<file path="src/rtl/buffet_pkg.sv">
// Shared buffet types: write-port preference and write-source encoding.
package buffet_pkg;

    typedef enum logic {
        PREF_FILL = 1'b0,
        PREF_UPD  = 1'b1
    } pref_t;

    localparam logic SRC_FILL = 1'b0;
    localparam logic SRC_UPD  = 1'b1;

    function automatic int max_int(input int a, input int b);
        return (a > b) ? a : b;
    endfunction

endpackage

</file>
<file path="src/rtl/sat_counter.sv">
// Saturating up-counter with asynchronous active-high reset.
module sat_counter #(
    parameter int WIDTH = 16
) (
    input  logic             clk,
    input  logic             reset_i,
    input  logic             inc_i,
    output logic [WIDTH-1:0] count_o
);

    logic [WIDTH-1:0] count_q;

    always_ff @(posedge clk or posedge reset_i) begin
        if (reset_i) begin
            count_q <= '0;
        end else if (inc_i && (count_q != '1)) begin
            count_q <= count_q + 1'b1;
        end
    end

    assign count_o = count_q;

endmodule

</file>
<file path="src/rtl/buffet_wport_arbiter.sv">
// Weighted round-robin arbiter sharing one registered RAM write port between
// the buffet Fill and Update paths.
module buffet_wport_arbiter
    import buffet_pkg::*;
#(
    parameter int ADDR_WIDTH    = 8,
    parameter int DATA_WIDTH    = 32,
    parameter int FILL_WEIGHT   = 4,
    parameter int UPDATE_WEIGHT = 1,
    parameter int CNT_WIDTH     = 16
) (
    input  logic                  clk,
    input  logic                  reset_i,
    input  logic [ADDR_WIDTH-1:0] fill_idx_i,
    input  logic [DATA_WIDTH-1:0] fill_data_i,
    input  logic                  fill_valid_i,
    output logic                  fill_ready_o,
    input  logic [ADDR_WIDTH-1:0] upd_idx_i,
    input  logic [DATA_WIDTH-1:0] upd_data_i,
    input  logic                  upd_valid_i,
    output logic                  upd_ready_o,
    output logic [ADDR_WIDTH-1:0] waddr_o,
    output logic [DATA_WIDTH-1:0] wdata_o,
    output logic                  wvalid_o,
    output logic                  wsrc_o,
    output logic [CNT_WIDTH-1:0]  conflict_cnt_o
);

    localparam int MAX_W      = max_int(FILL_WEIGHT, UPDATE_WEIGHT);
    localparam int BCNT_WIDTH = $clog2(MAX_W + 1);

    pref_t                 pref_q, pref_d;
    logic [BCNT_WIDTH-1:0] bcnt_q, bcnt_d, bcnt_inc;
    logic                  contest;
    logic                  gnt_fill, gnt_upd;

    logic [ADDR_WIDTH-1:0] waddr_q;
    logic [DATA_WIDTH-1:0] wdata_q;
    logic                  wvalid_q;
    logic                  wsrc_q;

    // Burst accounting only advances on contested cycles, so an uncontested
    // stream from either side never disturbs the fairness window.
    always_comb begin
        pref_d   = pref_q;
        bcnt_d   = bcnt_q;
        gnt_fill = 1'b0;
        gnt_upd  = 1'b0;
        contest  = fill_valid_i & upd_valid_i;
        bcnt_inc = bcnt_q + 1'b1;
        if (contest) begin
            if (pref_q == PREF_FILL) begin
                gnt_fill = 1'b1;
                if (bcnt_inc == BCNT_WIDTH'(FILL_WEIGHT)) begin
                    pref_d = PREF_UPD;
                    bcnt_d = '0;
                end else begin
                    bcnt_d = bcnt_inc;
                end
            end else begin
                gnt_upd = 1'b1;
                if (bcnt_inc == BCNT_WIDTH'(UPDATE_WEIGHT)) begin
                    pref_d = PREF_FILL;
                    bcnt_d = '0;
                end else begin
                    bcnt_d = bcnt_inc;
                end
            end
        end else if (fill_valid_i) begin
            gnt_fill = 1'b1;
        end else if (upd_valid_i) begin
            gnt_upd = 1'b1;
        end
    end

    always_ff @(posedge clk or posedge reset_i) begin
        if (reset_i) begin
            pref_q   <= PREF_FILL;
            bcnt_q   <= '0;
            wvalid_q <= 1'b0;
            waddr_q  <= '0;
            wdata_q  <= '0;
            wsrc_q   <= SRC_FILL;
        end else begin
            pref_q   <= pref_d;
            bcnt_q   <= bcnt_d;
            wvalid_q <= gnt_fill | gnt_upd;
            if (gnt_fill) begin
                waddr_q <= fill_idx_i;
                wdata_q <= fill_data_i;
                wsrc_q  <= SRC_FILL;
            end else if (gnt_upd) begin
                waddr_q <= upd_idx_i;
                wdata_q <= upd_data_i;
                wsrc_q  <= SRC_UPD;
            end
        end
    end

    sat_counter #(
        .WIDTH (CNT_WIDTH)
    ) u_conflict_cnt (
        .clk     (clk),
        .reset_i (reset_i),
        .inc_i   (contest),
        .count_o (conflict_cnt_o)
    );

    // Readies are combinational, so gate them to stay low through reset.
    assign fill_ready_o = gnt_fill & ~reset_i;
    assign upd_ready_o  = gnt_upd & ~reset_i;
    assign waddr_o      = waddr_q;
    assign wdata_o      = wdata_q;
    assign wvalid_o     = wvalid_q;
    assign wsrc_o       = wsrc_q;

endmodule

</file>
<file path="config.mk">
export PLATFORM = sky130hd
export DESIGN_NAME = buffet_wport_arbiter
export DESIGN_NICKNAME = d
export VERILOG_FILES = /design/src/rtl/buffet_pkg.sv /design/src/rtl/sat_counter.sv /design/src/rtl/buffet_wport_arbiter.sv
export SDC_FILE = /design/constraint.sdc
export NUM_CORES = 1
export LEC_CHECK = 0
export BUFFER_PORTS_ARGS = -buffer_cell sky130_fd_sc_hd__clkbuf_2
export CORE_ASPECT_RATIO = 1.2
export CORE_MARGIN = 1.5
export CORE_UTILIZATION = 40
export DETAILED_ROUTE_END_ITERATION = 8
export PLACE_DENSITY = 0.69
export SYNTH_ARGS = -nofsm -noshare
export SYNTH_HDL_FRONTEND = slang
export SYNTH_SLANG_ARGS = --single-unit
</file>
<file path="constraint.sdc">
create_clock -name clk -period 2.4 [get_ports clk]
set_input_delay 0.12 -clock clk [delete_from_list [all_inputs] [get_ports clk]]
set_output_delay 0.12 -clock clk [all_outputs]
set_load 0.02 [all_outputs]
</file>
==> results list <==
* Flip-flop and latch count after synthesis: between 60 and 70
* Final design instance area without fill: 3930 um^2
- Slew Limit Headroom: just over 70%
- Boundary pin count: 144
- The worst setup path is captured at a flip-flop.
* Post-route core utilization: approximately 55%
* Routed wire length: between 6000 and 7000 um
* Least-Margin Pin Slew: about 0.42 ns
- During synthesis, Yosys emitted a total of 0 warnings.
- Counting along the longest clock path gives a buffer depth of 2.
- 0 antenna diodes ended up in the layout.
- Critical Path Fanout Max: 5
- The number of cells on the worst reg-to-reg path is 5.
* Placement row count: 34
* TritonCTS buffer count: 9
- RSZ-0062 raised after global routing: false
* Worst-case setup margin in the final layout: around 0.60 ns
- Worst min path class: in -> reg
* First-pass GRT wire length: roughly 11,000 um
- The most used flip-flop cell after synthesis is sky130_fd_sc_hd__dfrtp_1.
- Clock latency on the worst-skew pair: 0.32 ns
- In the final timing run, aggregate negative setup slack is 0 ns.
- Area growth from synthesis to layout: 34.3%
- Post-route fraction of the period consumed by the critical path: around 75%
* Cells after Synth: 282
- Area of the die: between 7000 and 8000 um^2
- Period minus WS final: approximately 1.8 ns
- Wirelength per Cell: about 13 um
- The worst hold path passes through 3 cells.
* Number of synthesized flops with an enable pin: 0
- DPL Wire Length: 5270 um
- The congestion estimate from routability-driven global placement came to a little over 0.9.
* Run status: complete, no violations
- The final-report hold violation count came to 0.
- After detailed placement, the total cell area comes to between 3000 and 4000 um^2.
* Total power divided by cell area: approximately 800 nW/um^2
* Standby leakage power: between 2 and 2.5 nW
- At the worst endpoint, the arrival time is between 2 and 2.5 ns.
- Port Buffers: 143
- Setup violations remaining at the end of the flow were counted as 0.
* Category of the critical setup timing path: reg -> reg
- Data on the critical path is required at its endpoint by 2.65 ns.
* Number of nets at the end of the flow: a little over 500
- Share of final-layout standard cells stronger than drive strength 1: 40.7%
- Core Area: around 7200 um^2
* Synthesized area divided by synthesized cell count: roughly 10 um^2
- Maximum frequency from static timing analysis: approximately 550 MHz
- Sum of overflow across all layers after global routing: 0
* CTS tree: yes
- The share of the Yosys chip area taken by registers is approximately 53%.
* Unique cell type count in the Yosys netlist: 31
- Initial Util: slightly above 40%
- For the final database, setup skew stands at a little over 0.008 ns.
- The number of antenna violations at the first check in global routing is 0.
* Post-route DRC violation count: 0
- Entering global routing, the biggest net connects 44 pins.
- Vias per Instance: a little under 5
* First drt pass iteration count: 4
- Horizontal extent of the die: 81.1 um
- In the synthesized netlist the async set-or-reset flop fraction comes to 100%.
- Total number of H-tree levels: 3
- The number of slew-limit violations in the final report was 0.
* Total standard cell area after synthesis: a little under 3000 um^2
- The number of nets in the synthesized netlist is between 300 and 400.
- Clock-pin slew of the registers on the worst-case setup and hold paths: ~0.070 ns
* Via count of the routed design: ~2,600
- For this design, the sink count on the clock tree is 62.
- The detailed router finished its first iteration with 84 violations.
- Measured along the y axis, the die boundary spans between 90 and 100 um.
- Global routing used approximately 19% of the available tracks across all layers.
- STA classifies the critical path startpoint as a flip-flop.
* Buffer count from post-CTS setup fixing: 0
- Via count of the first global-routing pass: ~2,600
* Max-cap check violation count: 0
- Timing analysis after detailed placement gives a worst setup slack of around 0.62 ns.
* Buffer type at the clock tree root: sky130_fd_sc_hd__clkbuf_8
- Residual antenna-violating net count after detailed routing: 0
- VDD sags by at most approximately 560 uV.
sequential cells by signal, summed over array words and instances, names as in the netlist:
signal                  flops
waddr_o                     8
u_conflict_cnt.count_o     16
wsrc_o                      1
wdata_o                    32
pref_q                      1
wvalid_o                    1
bcnt_q                      3
routing by layer:
| layer | vias to the layer above | GRT usage, % | routed length (um) |
|---|---|---|---|
| li1 | 1266 | - | - |
| met1 | 1170 | 21.0 | 2730 |
| met2 | 109 | 32.6 | 3360 |
| met3 | 6 | 5.19 | 556 |
| met4 | 0 | 6.23 | 61 |
| met5 | - | 0 | 0 |
cell usage after synthesis, types with 2 or more instances:
master,instances,area [um^2]
sky130_fd_sc_hd__dfrtp_1,62,1550
sky130_fd_sc_hd__nor2_1,47,176
sky130_fd_sc_hd__a21oi_1,41,205
sky130_fd_sc_hd__mux2i_1,41,410
sky130_fd_sc_hd__inv_1,12,45.0
sky130_fd_sc_hd__clkbuf_1,9,33.8
sky130_fd_sc_hd__nand2_1,8,30.0
sky130_fd_sc_hd__xor2_1,7,61.3
sky130_fd_sc_hd__buf_2,6,30.0
sky130_fd_sc_hd__nor3_1,6,30.0
sky130_fd_sc_hd__ha_1,5,62.6
sky130_fd_sc_hd__nand3_1,5,25.0
sky130_fd_sc_hd__xnor2_1,5,43.8
sky130_fd_sc_hd__nand4_1,4,25.0
sky130_fd_sc_hd__o21ai_0,4,20.0
sky130_fd_sc_hd__mux2_2,3,33.8
sky130_fd_sc_hd__and2_1,2,12.5
sky130_fd_sc_hd__or2_2,2,12.5
metrics by stage:
step	power, W	hold slack, ns	instances
after floorplan	0.00205	0.250	282
after global placement	0.00238	0.124	506
after detailed placement	0.00242	0.123	506
after CTS	0.00323	0.0881	522
after global routing	0.00340	0.101	522
final	0.00318	0.0986	522
logic make-up after synthesis:
logic type | after synthesis | synth area share (%)
mux | 44 | 15.2
buf+inv | 28 | 3.97
simple gates | 80 | 12.5
fa+ha+maj | 5 | 2.14
compound gates | 51 | 9.66
xor+xnor | 12 | 3.59
flops | 62 | 53.0
layout by cell type, fill, tap and decap left out, drive strengths merged:
cell type and instances:
o2111ai 1, nand4 4, and2 2, or2 2, nor3 6, nor4 2
clkbuf 154, mux2 3, a21boi 1, a21oi 41, buf 7, dfrtp 62
or4 1, xor2 7, o311ai 1, mux2i 41, o21ai 4, clkinvlp 1
clkinv 3, nand2b 1, inv 12, o41ai 1, nor2 47, o21a 1
nand3 5, ha 5, xnor2 5, dlygate4sd3 1, or3 1, a41oi 1
and3 1, nand2 8
worst paths after layout:
kind | to | start | slack, ns
worst max-delay path | u_conflict_cnt.count_o[14]$_DFFE_PP0P_ | u_conflict_cnt.count_o[0]$_DFFE_PP0P_ | 0.60
worst min-delay path | wdata_o[5]$_DFFE_PP0P_ | upd_data_i[5] | 0.1
worst max register to register | u_conflict_cnt.count_o[14]$_DFFE_PP0P_ | u_conflict_cnt.count_o[0]$_DFFE_PP0P_ | 0.60
worst min register to register | u_conflict_cnt.count_o[15]$_DFFE_PP0P_ | u_conflict_cnt.count_o[15]$_DFFE_PP0P_ | 0.50
max in group asynchronous | wdata_o[19]$_DFFE_PP0P_ | reset_i | 1.34
min in group asynchronous | wdata_o[8]$_DFFE_PP0P_ | reset_i | 0.34
repair_timing:
item	4_1_cts	5_1_grt
hold buffers	1	0
resized for setup	0	0
endpoints found under the hold margin	17	0
report_power, final:
part	internal [W]	switching (W)	total (W)
Combinational	0.000402	0.000584	0.000986
Clock	0.000419	0.000367	0.000787
Sequential	0.00124	0.000166	0.00140
cell type report:
| type | count | area, um^2 |
|---|---|---|
| fill | 666 | 3260 |
| timing repair buffer | 151 | 778 |
| clock inverter | 4 | 22.5 |
| inverter | 12 | 45.0 |
| multi-input combinational | 192 | 1270 |
| sequential | 62 | 1550 |
| clock buffer | 11 | 151 |
| tap | 90 | 113 |
worst max-delay path: stages, from the launching register on:
cell and delay (ns):
sky130_fd_sc_hd__dfrtp_1 0.43, sky130_fd_sc_hd__ha_1 0.20, sky130_fd_sc_hd__nand4_1 0.18, sky130_fd_sc_hd__or3_4 0.40, sky130_fd_sc_hd__nor4_1 0.36, sky130_fd_sc_hd__xnor2_1 0.16
Power figures use the tool's default switching activity.
